<file path="src/rtl/ov7670_cfg_sequencer.sv">
// OV7670 register-configuration sequencer: walks the config ROM and issues one
// SCCB write per entry, honouring the delay (FFF0) and end-of-table (FFFF) codes.
module ov7670_cfg_sequencer #(
    parameter int unsigned DELAY_CYCLES = 1_000_000,
    parameter int unsigned GAP_CYCLES   = 1_000,
    parameter int unsigned MAX_RETRY    = 3
) (
    input  logic        clk,
    input  logic        rst_n,
    input  logic        start,
    output logic [7:0]  rom_addr,
    input  logic [15:0] rom_data,
    output logic        sccb_valid,
    input  logic        sccb_ready,
    output logic [7:0]  sccb_reg,
    output logic [7:0]  sccb_val,
    input  logic        sccb_done,
    input  logic        sccb_err,
    output logic        busy,
    output logic        done,
    output logic        error
);

    typedef enum logic [3:0] {
        S_IDLE, S_FETCH, S_DECODE, S_SEND, S_WAIT,
        S_DELAY, S_GAP, S_NEXT, S_DONE, S_ERR
    } state_t;

    localparam logic [31:0] DLY_LOAD = (DELAY_CYCLES > 0) ? 32'(DELAY_CYCLES - 1) : '0;
    localparam logic [31:0] GAP_LOAD = (GAP_CYCLES > 0) ? 32'(GAP_CYCLES - 1) : '0;
    localparam logic [31:0] RETRY_MAX = 32'(MAX_RETRY);

    state_t      state, state_n;
    logic [7:0]  addr_n, reg_n, val_n;
    logic [31:0] cnt, cnt_n;
    logic [31:0] retry, retry_n;

    always_ff @(posedge clk) begin
        if (!rst_n) begin
            state    <= S_IDLE;
            rom_addr <= '0;
            sccb_reg <= '0;
            sccb_val <= '0;
            cnt      <= '0;
            retry    <= '0;
        end else begin
            state    <= state_n;
            rom_addr <= addr_n;
            sccb_reg <= reg_n;
            sccb_val <= val_n;
            cnt      <= cnt_n;
            retry    <= retry_n;
        end
    end

    always_comb begin
        state_n = state;
        addr_n  = rom_addr;
        reg_n   = sccb_reg;
        val_n   = sccb_val;
        cnt_n   = cnt;
        retry_n = retry;
        case (state)
            S_IDLE, S_DONE, S_ERR: begin
                if (start) begin
                    state_n = S_FETCH;
                    addr_n  = '0;
                    cnt_n   = '0;
                    retry_n = '0;
                end
            end
            S_FETCH: state_n = S_DECODE;
            S_DECODE: begin
                if (rom_data == 16'hFFFF) begin
                    state_n = S_DONE;
                end else if (rom_data == 16'hFFF0) begin
                    state_n = S_DELAY;
                    cnt_n   = DLY_LOAD;
                end else begin
                    state_n = S_SEND;
                    reg_n   = rom_data[15:8];
                    val_n   = rom_data[7:0];
                end
            end
            S_SEND: begin
                if (sccb_ready) state_n = S_WAIT;
            end
            S_WAIT: begin
                // sccb_err only carries meaning alongside sccb_done
                if (sccb_done) begin
                    if (!sccb_err) begin
                        retry_n = '0;
                        if (GAP_CYCLES == 0) begin
                            state_n = S_NEXT;
                        end else begin
                            state_n = S_GAP;
                            cnt_n   = GAP_LOAD;
                        end
                    end else if (retry < RETRY_MAX) begin
                        state_n = S_SEND;
                        retry_n = retry + 32'd1;
                    end else begin
                        state_n = S_ERR;
                    end
                end
            end
            S_DELAY, S_GAP: begin
                if (cnt == '0) state_n = S_NEXT;
                else           cnt_n   = cnt - 32'd1;
            end
            S_NEXT: begin
                // a well-formed table terminates before the last address; never wrap
                if (rom_addr == 8'hFF) begin
                    state_n = S_ERR;
                end else begin
                    addr_n  = rom_addr + 8'd1;
                    state_n = S_FETCH;
                end
            end
            default: state_n = S_IDLE;
        endcase
    end

    assign sccb_valid = (state == S_SEND);
    assign busy       = (state != S_IDLE) && (state != S_DONE) && (state != S_ERR);
    assign done       = (state == S_DONE);
    assign error      = (state == S_ERR);

endmodule
</file>
<file path="config.mk">
export PLATFORM = sky130hd
export DESIGN_NAME = ov7670_cfg_sequencer
export DESIGN_NICKNAME = d
export VERILOG_FILES = /design/src/rtl/ov7670_cfg_sequencer.sv
export SDC_FILE = /design/constraint.sdc
export NUM_CORES = 1
export LEC_CHECK = 0
export ABC_CLOCK_PERIOD_IN_PS = 7400
export BUFFER_PORTS_ARGS = -buffer_cell sky130_fd_sc_hd__clkbuf_2
export CORE_MARGIN = 1
export CORE_UTILIZATION = 50
export DETAILED_ROUTE_END_ITERATION = 6
export PLACE_DENSITY = 0.76
export SYNTH_ARGS = -nofsm -noshare
export SYNTH_HDL_FRONTEND = slang
export SYNTH_SLANG_ARGS = --single-unit
</file>
<file path="constraint.sdc">
create_clock -name clk -period 7.4 [get_ports clk]
set_clock_uncertainty 0.15 [all_clocks]
set_input_delay 0.37 -clock clk [delete_from_list [all_inputs] [get_ports clk]]
set_output_delay 0.37 -clock clk [all_outputs]
set_load 0.02 [all_outputs]
</file>
# == Word level (Yosys, flattened, before mapping) ==
# Index checks and enable logic that the tools add are counted.
# word_totals
ramBits,0
out_inout_bits,28
latch_bits,0
regBits,92
rom_bits,0
elab_cells,75
input_bits,22
mem_count,0
# classes
n_lt_le_gt_ge,1
addsub,3
n_div,0
mux,24
mul,0
n_eq_ne,24
n_reduce_logical,15
bitwise_logic,2
n_shift,0
# op_table
op,count
32-bit 2-to-1 mux,9
32-bit one-hot mux with 4 select lines,1
32-bit one-hot mux with 2 select lines,1
"32-bit by 1-bit adder with 32-bit output, second input constant",1
"16-bit == test, second input constant",2
32-bit zero test,1
"32-bit by 2-bit less-than comparator with 1-bit output, second input constant",1
4-bit 2-to-1 mux,8
"32-bit by 1-bit subtractor with 32-bit output, second input constant",1
4-bit one-hot mux with 7 select lines,1
"4-bit by 3-bit == test with 1-bit output, second input constant",4
8-bit 2-to-1 mux,2
"2-bit != test, second input constant",8
8-bit one-hot mux with 2 select lines,1
"8-bit by 1-bit adder with 8-bit output, second input constant",1
"4-bit by 2-bit == test with 1-bit output, second input constant",2
"4-bit == test, second input constant",2
"8-bit == test, second input constant",1
"4-bit != test, second input constant",2
4-bit AND reduction,2
4-bit nonzero test,2
7-bit AND reduction,1
3-bit AND reduction,2
"4-bit by 1-bit == test with 1-bit output, second input constant",1
other kinds (9),12

# == Logic depth before layout (Yosys ltp) ==
# Gate-level depths: netlist of run 1.
# logic_depth
depth_word,5
mapped_depth,10
ltp_nobuf,8

# == Worst setup path after synthesis of run 1 ==
# OpenSTA, ideal clock, no wires.
# synth_timing
kind,reg-to-reg
startpoint,reg cnt[0]
endpoint,reg state[2]
n_path_buf,0
synth_period_minus_slack_ps,2778
slack_ps,4622
path_stages_with_launch,9
arrival_ps,2559
setup_ps,69
required_ps,7181
cell_sequence,dfxtp_1 -> inv_1 -> ha_1 -> or4b_1 -> or4_4 -> or3_1 -> o21a_1 -> or4_4 -> o21ai_1
# synth_via
elab_chain_len,3
# synth_lines
element,line,text
"start, declared",35,"logic [31:0] cnt, cnt_n;"
"start signal, assigned",51,cnt <= cnt_n;
32-bit zero test,108,if (cnt == '0) state_n = S_NEXT;
2-bit != test (no line),--,
4-bit AND reduction (no line),--,
"end signal, assigned",47,state <= state_n;
"end, declared",33,"state_t state, state_n;"
# Every way passes these cells.
# A chain may end at the register's enable or synchronous reset.

# == Worst setup path in the final report of run 1 ==
# layout_timing
startpoint,reg state[2]
endpoint,reg cnt[1]
# layout_via
elab_chain_len,4
elab_cells_between_ends,18
classes_between,12 x eq/ne; 1 x mux; 5 x reduce/logical
# layout_lines
element,line,text
4-bit == test (tied with other cells),63,case (state)
3-bit OR reduction or 2-bit OR reduction (tied branches),63,
4-bit nonzero test (no line) or 2-bit != test (tied branches),--,
7-bit AND reduction (no line),--,
# Parallel ways exist; a longest one is shown, timed or not.

==> impl_results.html, run 1 <==
<table>
<tr><th>Metric</th><th>Value</th></tr>
<tr><th colspan="2">Yosys</th></tr>
<tr><td>Flop and latch count out of synthesis</td><td>92</td></tr>
<tr><td>Cell variety after synth</td><td>49</td></tr>
<tr><td>Count of flip-flops with a built-in enable after synthesis</td><td>0</td></tr>
<tr><td>Proportion of synthesized chip area in sequential cells</td><td>42.8%</td></tr>
<tr><td>Synth Instances</td><td>515</td></tr>
<tr><td>Async set-or-reset flop fraction in the synthesized netlist</td><td>0%</td></tr>
<tr><td>Mean area per synthesized cell</td><td>8.36 um2</td></tr>
<tr><td>Cell area after synthesis</td><td>4300 um2</td></tr>
<tr><td>Synthesized net count</td><td>541</td></tr>
<tr><td>Main flop type after synthesis</td><td>dfxtp_1</td></tr>
<tr><td>Number of synthesis warnings</td><td>0</td></tr>
<tr><th colspan="2">Critical path</th></tr>
<tr><td>Reg2reg setup slack</td><td>4.42 ns</td></tr>
<tr><td>Worst-path fanout max</td><td>19</td></tr>
<tr><td>Crit path launch type</td><td>flop</td></tr>
<tr><td>Worst reg2reg path startpoint</td><td>state[2]</td></tr>
<tr><td>Capture point of the worst reg-to-reg path</td><td>cnt[1]</td></tr>
<tr><td>CP Data Required Time</td><td>7.51 ns</td></tr>
<tr><td>Worst reg2reg path depth</td><td>7</td></tr>
<tr><td>Worst setup EP type</td><td>flop</td></tr>
<tr><td>Worst Path Arrival</td><td>3.10 ns</td></tr>
<tr><td>Critical path class</td><td>reg -&gt; reg</td></tr>
<tr><th colspan="2">Clock tree</th></tr>
<tr><td>H-tree depth</td><td>3</td></tr>
<tr><td>Reg clk slew, reported paths</td><td>0.09 ns</td></tr>
<tr><td>Clock tree from TritonCTS</td><td>built</td></tr>
<tr><td>Cell at the root of the clock tree</td><td>clkbuf_8</td></tr>
<tr><td>Setup repair bufs after CTS</td><td>0</td></tr>
<tr><td>Max Root-Sink Buffers</td><td>2</td></tr>
<tr><td>Number of hold buffers added after CTS</td><td>0</td></tr>
<tr><td>Latest clock arrival within the worst-skew pair</td><td>0.35 ns</td></tr>
<tr><td>Post-cts repair resize count</td><td>0</td></tr>
<tr><td>Number of sinks handled by clock tree synthesis</td><td>92</td></tr>
<tr><td>Cts bufs inserted</td><td>9</td></tr>
<tr><th colspan="2">STA</th></tr>
<tr><td>Setup Viol. Count Final</td><td>0</td></tr>
<tr><td>Tcrit/Tclk final</td><td>40.3%</td></tr>
<tr><td>Hold Vio Cnt, Final</td><td>0</td></tr>
<tr><td>Setup repair after global routing missed its margin</td><td>false</td></tr>
<tr><td>Max-slew violation count</td><td>0</td></tr>
<tr><td>Transition time of the tightest slew-check pin</td><td>1.15 ns</td></tr>
<tr><td>Worst-case hold slack</td><td>0.121 ns</td></tr>
<tr><td>Tmin final</td><td>2.98 ns</td></tr>
<tr><td>Max-Slew Margin vs Limit</td><td>23.2%</td></tr>
<tr><td>Highest achievable clock rate</td><td>0.335 GHz</td></tr>
<tr><td>Min setup slack post-route</td><td>4.42 ns</td></tr>
<tr><td>Setup TNS Final</td><td>0 ns</td></tr>
<tr><th colspan="2">Power and ir drop</th></tr>
<tr><td>Leakage power figure</td><td>0.00187 uW</td></tr>
<tr><td>P_sw</td><td>819 uW</td></tr>
<tr><td>Peak VDD IR</td><td>188 uV</td></tr>
<tr><td>Cell internal power dissipation</td><td>1030 uW</td></tr>
<tr><td>Portion of total power attributed to the clock network</td><td>17.3%</td></tr>
<tr><td>Power share of the combinational group</td><td>48.0%</td></tr>
<tr><td>Switching share of power</td><td>44.2%</td></tr>
<tr><td>Areal power density over the cells</td><td>386 nW/um2</td></tr>
<tr><td>Flop pwr share</td><td>34.7%</td></tr>
<tr><th colspan="2">GRT</th></tr>
<tr><td>Total gr overflow</td><td>0</td></tr>
<tr><td>Via count of the first global-routing pass</td><td>3544</td></tr>
<tr><td>Wire length of the first global-routing pass</td><td>16.6 mm</td></tr>
<tr><td>Tot GR Track Use</td><td>22.9%</td></tr>
<tr><td>Number of antenna violations at the first check in global routing</td><td>0</td></tr>
<tr><td>Pin count of the biggest net entering global routing</td><td>34</td></tr>
<tr><th colspan="2">Flow run</th></tr>
<tr><td>Max-cap violations</td><td>0</td></tr>
<tr><th colspan="2">Floorplanning</th></tr>
<tr><td>Floorplan core area</td><td>8260 um2</td></tr>
<tr><td>Overall die width</td><td>94.8 um</td></tr>
<tr><td>Initial Utilization</td><td>52.1%</td></tr>
<tr><td>Total I/O pin count</td><td>50</td></tr>
<tr><td>Floorplan die height</td><td>94.8 um</td></tr>
<tr><td>Site Rows</td><td>33</td></tr>
<tr><td>Die Area</td><td>8980 um2</td></tr>
<tr><th colspan="2">Hold path</th></tr>
<tr><td>Hold-critical path depth</td><td>3</td></tr>
<tr><td>Worst min path class</td><td>in -&gt; reg</td></tr>
<tr><td>Worst hold start</td><td>rom_data[15]</td></tr>
<tr><td>Destination of the worst hold path</td><td>sccb_reg[7]</td></tr>
<tr><th colspan="2">Route</th></tr>
<tr><td>Via/cell ratio</td><td>5.82</td></tr>
<tr><td>Iteration-0 DRC Markers</td><td>306</td></tr>
<tr><td>Total wirelength of the detailed-routed design</td><td>9.72 mm</td></tr>
<tr><td>Number of iterations in the first detailed-routing pass</td><td>4</td></tr>
<tr><td>Detailed-route wire length per cell</td><td>14.7 um</td></tr>
<tr><td>DRC</td><td>0</td></tr>
<tr><td>Remaining number of nets flagged by the antenna check after routing</td><td>0</td></tr>
<tr><td>Number of vias after detailed routing</td><td>3855</td></tr>
<tr><th colspan="2">Cells and area</th></tr>
<tr><td>Antenna diode count</td><td>0</td></tr>
<tr><td>Net count, final</td><td>578</td></tr>
<tr><td>Post-route non-filler standard cell count</td><td>662</td></tr>
<tr><td>Fraction of layout cells with a size suffix above 1</td><td>14.5%</td></tr>
<tr><td>Signed area change from the synthesized netlist to the final layout</td><td>11.3%</td></tr>
<tr><td>Leading registers by flop count</td><td>cnt (32), retry (32)</td></tr>
<tr><td>Layout Utilization</td><td>58.0%</td></tr>
<tr><th colspan="2">Placed design</th></tr>
<tr><td>Placed instance count</td><td>646</td></tr>
<tr><td>Detailed placement HPWL</td><td>6.92 mm</td></tr>
<tr><td>GPL Wtd Cong</td><td>0.954</td></tr>
<tr><td>Minimum setup slack after placement</td><td>4.38 ns</td></tr>
<tr><td>Number of buffers inserted by port buffering</td><td>49</td></tr>
<tr><th colspan="2">Outcome</th></tr>
<tr><td>Result of the run</td><td>finished, final reports clean</td></tr>
</table>
==> synthesized netlist by cell type (6+ instances only) <==
cell	instances	area share, %
xnor2_1	15	3.1
inv_1	6	0.52
a21oi_1	25	2.9
clkbuf_1	24	2.1
or3_1	12	1.7
and2_1	21	3.1
nand2_1	30	2.6
nand3_1	13	1.5
or4_1	6	1.0
and3_1	9	1.3
nor2_1	77	6.7
o21ai_0	29	3.4
nor4_1	16	2.3
nand4_1	18	2.6
o21a_1	6	1.0
nor3_1	19	2.2
mux2i_1	17	4.0
dfxtp_1	92	43
xor2_1	9	1.8
==> metal layers <==
| metal | up-vias | global-route usage [%] | routed length (um) | share of wire, % |
|---|---|---|---|---|
| met5 | - | 0 | 0 | 0 |
| met2 | 127 | 36.3 | 4300 | 44 |
| met1 | 1793 | 31.3 | 4670 | 48 |
| met4 | 0 | 7.83 | 163 | 1.7 |
| met3 | 15 | 3.95 | 581 | 6.0 |
| li1 | 1920 | - | - | - |
==> cell type report <==
| type | count | area [um2] |
|---|---|---|
| repair buffers | 53 | 275 |
| multi-input cells | 389 | 2330 |
| fillers | 747 | 3470 |
| well taps | 105 | 131 |
| clock buffers | 10 | 128 |
| clock inverters | 6 | 53.8 |
| flip-flops and latches | 92 | 1840 |
| inverters | 7 | 26.3 |
==> power by group through the flow <==
stage	sequential, uW	clock (uW)	combinational [uW]
after global placement	647	0	862
after global routing	653	344	992
after CTS	639	323	886
after floorplan	634	0	697
final	642	321	889
after detailed placement	650	0	881
==> logic make-up (layout without fill, tap and decap cells) <==
group	count (synthesis)	in the layout	synth area share, %
and+or+nand+nor	253	253	31.4
DFF	92	92	42.8
buffers and inverters	34	76	3.05
AOI/OAI and AO/OA	91	91	12.8
muxes	17	17	3.95
xor gates and xnor gates	24	24	4.88
adders and majority gates	4	4	1.16
==> worst max-delay path by stage <==
stage	start	to	slack [ns]	depth (start not counted)
after detailed placement	rom_data[0]	cnt[7]	4.38	8
after global placement	state[2]	cnt[1]	4.48	7
after floorplan	cnt[0]	state[2]	4.62	8
after CTS	state[2]	cnt[1]	4.41	7
after global routing	state[2]	cnt[1]	4.05	7
final	state[2]	cnt[1]	4.42	7
==> per-stage QoR <==
stage | total power, uW | instance area, um2
2_1_floorplan | 1330 | 4300
3_3_place_gp | 1510 | 4610
3_5_place_dp | 1530 | 4610
4_1_cts | 1850 | 4790
5_1_grt | 1990 | 4790
6_report | 1850 | 4790
==> placed cells by master (no fill, tap or decap), drive strengths merged, types with 3 or more instances in the layout <==
| cell type | n |
|---|---|
| o21a | 6 |
| nand3 | 13 |
| nor3b | 5 |
| nor3 | 19 |
| or4b | 3 |
| o211ai | 3 |
| xnor2 | 15 |
| or3 | 12 |
| nand2 | 30 |
| nand2b | 4 |
| clkbuf | 59 |
| nand4 | 18 |
| nor2 | 77 |
| o2bb2ai | 3 |
| and2 | 21 |
| nor4 | 18 |
| buf | 4 |
| xor2 | 9 |
| ha | 4 |
| a21oi | 25 |
| dfxtp | 92 |
| mux2i | 17 |
| o41ai | 3 |
| nor4b | 3 |
| a31oi | 5 |
| inv | 10 |
| or4 | 9 |
| o31ai | 5 |
| and3 | 9 |
| or2 | 5 |
| o21ai | 32 |
==> critical path: stages, from the launching register on <==
cell and delay [ns]:
dfxtp_1 0.60, nor2b_1 0.36, nand2_1 0.44, nor4_2 0.43, buf_4 0.25, or2_2 0.32, nor2_1 0.09, a211oi_1 0.24
(Power assumes the default switching activity.)
==> run 2, diff against run 1 <==
ABC_AREA = 1   (was not set)
ABC_CLOCK_PERIOD_IN_PS = 3100   (was 7400)
PLACE_DENSITY = 0.75   (was 0.76)
clock period = 3.1 ns   (was 7.4 ns; I/O delays follow)
==> run 2 against run 1 <==
First-iteration DRC count shrank 22%. Combinational power rose to 3.0 times the previous value. Power rose to 2.7 times the previous value. Area after synthesis grew 12%. Non-clock buffer count is 18 higher. Clock power rose to 2.8 times the previous value. Sequential cell count unchanged. Largest power group unchanged.
==> impl_results.html, run 2 <==
<table>
<tr><th>Metric</th><th>Value</th></tr>
<tr><th colspan="2">Outcome</th></tr>
<tr><td>Result of the run</td><td>finished, final reports clean (unchanged)</td></tr>
<tr><th colspan="2">Yosys</th></tr>
<tr><td>Cell variety after synth</td><td>27 (was 49)</td></tr>
<tr><td>Flop and latch count out of synthesis</td><td>92 (unchanged)</td></tr>
<tr><td>Synth area leader</td><td>dfxtp_1 (unchanged)</td></tr>
<tr><td>Post-synth top cells</td><td>nand2_1 (242), nor2_1 (160), dfxtp_1 (92) (was dfxtp_1 (92), nor2_1 (77), nand2_1 (30))</td></tr>
<tr><td>Most used standard cell by instance count after synthesis</td><td>nand2_1 (was dfxtp_1)</td></tr>
<tr><td>Async set-or-reset flop fraction in the synthesized netlist</td><td>0% (unchanged)</td></tr>
<tr><td>Top cell type's share of synthesized area</td><td>38.1% (was 42.8%)</td></tr>
<tr><td>Count of flip-flops with a built-in enable after synthesis</td><td>0 (unchanged)</td></tr>
<tr><td>Top cells by area in the synthesized netlist</td><td>dfxtp_1 (38%), nand2_1 (19%), nor2_1 (12%) (was dfxtp_1 (43%), nor2_1 (6.7%), mux2i_1 (4.0%))</td></tr>
<tr><td>Proportion of synthesized chip area in sequential cells</td><td>38.1% (was 42.8%)</td></tr>
<tr><td>Cell area after synthesis</td><td>4830 um2 (was 4300 um2)</td></tr>
<tr><td>Main flop type after synthesis</td><td>dfxtp_1 (unchanged)</td></tr>
<tr><td>Synthesized net count</td><td>797 (was 541)</td></tr>
<tr><td>Mean area per synthesized cell</td><td>6.27 um2 (was 8.36 um2)</td></tr>
<tr><td>Number of synthesis warnings</td><td>0 (unchanged)</td></tr>
<tr><td>Synth Instances</td><td>771 (was 515)</td></tr>
<tr><th colspan="2">STA</th></tr>
<tr><td>Hold Vio Cnt, Final</td><td>0 (unchanged)</td></tr>
<tr><td>Setup Viol. Count Final</td><td>0 (unchanged)</td></tr>
<tr><td>Max-Slew Margin vs Limit</td><td>48.6% (was 23.2%)</td></tr>
<tr><td>Tmin final</td><td>2.64 ns</td></tr>
<tr><td>Tcrit/Tclk final</td><td>85.1%</td></tr>
<tr><td>Highest achievable clock rate</td><td>0.379 GHz</td></tr>
<tr><td>Setup repair after global routing missed its margin</td><td>false (unchanged)</td></tr>
<tr><td>Transition time of the tightest slew-check pin</td><td>0.771 ns (was 1.15 ns)</td></tr>
<tr><td>Max-slew violation count</td><td>0 (unchanged)</td></tr>
<tr><td>Setup TNS Final</td><td>0 ns (unchanged)</td></tr>
<tr><th colspan="2">Placed design</th></tr>
<tr><td>Number of buffers inserted by port buffering</td><td>49 (unchanged)</td></tr>
<tr><td>Detailed placement HPWL</td><td>8.64 mm (was 6.92 mm)</td></tr>
<tr><td>GPL Wtd Cong</td><td>0.959 (was 0.954)</td></tr>
<tr><td>Placed instance count</td><td>931 (was 646)</td></tr>
<tr><th colspan="2">Floorplanning</th></tr>
<tr><td>Die Area</td><td>10100 um2 (was 8980 um2)</td></tr>
<tr><td>Floorplan core area</td><td>9280 um2 (was 8260 um2)</td></tr>
<tr><td>Floorplan die height</td><td>100 um (was 94.8 um)</td></tr>
<tr><td>Overall die width</td><td>100 um (was 94.8 um)</td></tr>
<tr><td>Total I/O pin count</td><td>50 (unchanged)</td></tr>
<tr><td>Initial Utilization</td><td>52.1% (about the same)</td></tr>
<tr><td>Site Rows</td><td>35 (was 33)</td></tr>
<tr><th colspan="2">Power and ir drop</th></tr>
<tr><td>Leakage power figure</td><td>0.00250 uW (was 0.00187 uW)</td></tr>
<tr><td>Areal power density over the cells</td><td>905 nW/um2 (was 386 nW/um2)</td></tr>
<tr><td>Peak VDD IR</td><td>458 uV (was 188 uV)</td></tr>
<tr><th colspan="2">Cells and area</th></tr>
<tr><td>Fill cell instance count of the final layout</td><td>900 (was 747)</td></tr>
<tr><td>Fraction of layout cells with a size suffix above 1</td><td>12.3% (was 14.5%)</td></tr>
<tr><td>Leading registers by flop count</td><td>cnt (32), retry (32) (unchanged)</td></tr>
<tr><td>Antenna diode count</td><td>0 (unchanged)</td></tr>
<tr><td>Top library cells by usage in the layout, fill and taps aside</td><td>nand2_1 (242), nor2_1 (160), dfxtp_1 (92), a21oi_1 (68), inv_1 (50) (was dfxtp_1 (92), nor2_1 (77), clkbuf_2 (49), nand2_1 (30), o21ai_0 (29))</td></tr>
<tr><td>Signed area change from the synthesized netlist to the final layout</td><td>14.7% (was 11.3%)</td></tr>
<tr><td>Net count, final</td><td>856 (was 578)</td></tr>
<tr><td>Post-route non-filler standard cell count</td><td>964 (was 662)</td></tr>
<tr><td>Most common cell after layout, fill and taps aside</td><td>nand2_1 (was dfxtp_1)</td></tr>
<tr><th colspan="2">GRT</th></tr>
<tr><td>Total gr overflow</td><td>0 (unchanged)</td></tr>
<tr><td>Via count of the first global-routing pass</td><td>4568 (was 3544)</td></tr>
<tr><td>Number of antenna violations at the first check in global routing</td><td>0 (unchanged)</td></tr>
<tr><td>Wire length of the first global-routing pass</td><td>20.8 mm (was 16.6 mm)</td></tr>
<tr><td>Tot GR Track Use</td><td>26.0% (was 22.9%)</td></tr>
<tr><td>Pin count of the biggest net entering global routing</td><td>45 (was 34)</td></tr>
<tr><th colspan="2">Clock tree</th></tr>
<tr><td>Latest clock arrival within the worst-skew pair</td><td>0.36 ns (was 0.35 ns)</td></tr>
<tr><td>Number of sinks handled by clock tree synthesis</td><td>92 (unchanged)</td></tr>
<tr><td>Reg clk slew, reported paths</td><td>0.10 ns (was 0.09 ns)</td></tr>
<tr><td>Cell at the root of the clock tree</td><td>clkbuf_8 (unchanged)</td></tr>
<tr><td>H-tree depth</td><td>3 (unchanged)</td></tr>
<tr><td>Cts bufs inserted</td><td>9 (unchanged)</td></tr>
<tr><td>Max Root-Sink Buffers</td><td>2 (unchanged)</td></tr>
<tr><td>Clock tree from TritonCTS</td><td>built (unchanged)</td></tr>
<tr><th colspan="2">Hold path</th></tr>
<tr><td>Worst min path class</td><td>in -&gt; reg (unchanged)</td></tr>
<tr><th colspan="2">Critical path</th></tr>
<tr><td>Critical path class</td><td>in -&gt; reg (was reg -&gt; reg)</td></tr>
<tr><td>Crit path launch type</td><td>input port (was flop)</td></tr>
<tr><td>CP Data Required Time</td><td>3.19 ns (was 7.51 ns)</td></tr>
<tr><td>Worst-path fanout max</td><td>33 (was 19)</td></tr>
<tr><td>Worst Path Arrival</td><td>2.73 ns (was 3.10 ns)</td></tr>
<tr><td>Worst setup EP type</td><td>flop (unchanged)</td></tr>
<tr><th colspan="2">Route</th></tr>
<tr><td>Total wirelength of the detailed-routed design</td><td>12.4 mm (was 9.72 mm)</td></tr>
<tr><td>Via/cell ratio</td><td>5.19 (was 5.82)</td></tr>
<tr><td>Detailed-route wire length per cell</td><td>12.9 um (was 14.7 um)</td></tr>
<tr><td>Remaining number of nets flagged by the antenna check after routing</td><td>0 (unchanged)</td></tr>
<tr><td>Iteration-0 DRC Markers</td><td>239 (was 306)</td></tr>
<tr><td>Number of vias after detailed routing</td><td>5003 (was 3855)</td></tr>
<tr><td>Number of iterations in the first detailed-routing pass</td><td>5 (was 4)</td></tr>
<tr><td>DRC</td><td>0 (unchanged)</td></tr>
<tr><th colspan="2">Flow run</th></tr>
<tr><td>Max-cap violations</td><td>0 (unchanged)</td></tr>
</table>
## run 2: cell types whose count changed after synthesis, moves of 20 or more
cell	change
a21oi_1	+43
and2_1	-20
inv_1	+44
nand2_1	+212
nand3_1	+25
nor2_1	+83
## run 2: cell families (layout without fill, tap and decap cells)
family / after synthesis / in the layout / synth area share (%)
compound gates: 108 / 108 / 11.7
xor+xnor: 2 / 2 / 0.362
fa+ha+maj: 4 / 4 / 1.04
buf+inv: 82 / 146 / 7.17
flops: 92 / 92 / 38.1
simple gates: 483 / 483 / 41.6
## run 2: final cells by class
class	instances	area, um2	share of cell area [%]
Multi-Input combinational cell	597	2650	47.7
Sequential cell	92	1840	33.2
Timing Repair Buffer	71	453	8.17
Inverter	59	221	3.99
Tap cell	129	161	2.91
Clock buffer	9	124	2.23
Clock inverter	7	98.8	1.78
## run 2: path summary, 6_finish.rpt
check | depth (start not counted) | startpoint | slack (ns) | to
setup / recovery | 11 | rom_data[14] | 0.46 | cnt[18]
hold / removal | 4 | sccb_done | 0.03 | state[2]
setup reg to reg | 9 | state[2] | 0.75 | retry[1]
hold reg to reg | 2 | retry[5] | 0.29 | retry[5]
## run 2: per-stage QoR
step / utilization (%) / setup WS [ns] / cell area (um2) / total power, uW / hold slack [ns]
after floorplan: - / 1.34 / 4830 / 3580 / 0.170
after global placement: 55.5 / 0.826 / 5150 / 4000 / 0.274
after detailed placement: 55.5 / 0.735 / 5150 / 4080 / 0.279
after CTS: 59.7 / 0.554 / 5550 / 5000 / 0.0129
after global routing: 59.7 / 0.270 / 5550 / 5460 / 0.0539
final: 59.7 / 0.463 / 5550 / 5020 / 0.0304
## run 2: timing repair
item                                    CTS  global route
endpoints found under the setup margin    0             0
hold buffers                             17             0
gates resized for setup                   0             0
hold endpoints to repair                 19             0
setup buffers                             0             0
## run 2: metal layers
| metal | wire length, um | GRT usage (%) | share of wire (%) |
|---|---|---|---|
| met1 | 5450 | 31.3 | 44 |
| met2 | 5940 | 45.8 | 48 |
| met3 | 602 | 4.04 | 4.9 |
| met4 | 409 | 11.0 | 3.3 |
| met5 | 0 | 0 | 0 |
## run 2: critical path, cell delays in order
cell           delay, ns
dlygate4sd3_1       0.56
clkbuf_2            0.13
nand2_1             0.08
nor2_1              0.10
nand2_1             0.08
inv_1               0.06
nand2_1             0.36
nand2_1             0.30
nand3_4             0.35
nor2_1              0.42
a21oi_1             0.11
## run 2: power breakdown
group          internal (uW)  leakage (uW)  total, uW  switching, uW
combinational            783       0.00165       2660           1880
sequential              1320      0.000744       1440            127
clock                    459      0.000110        911            452
total                   2560       0.00250       5020           2460
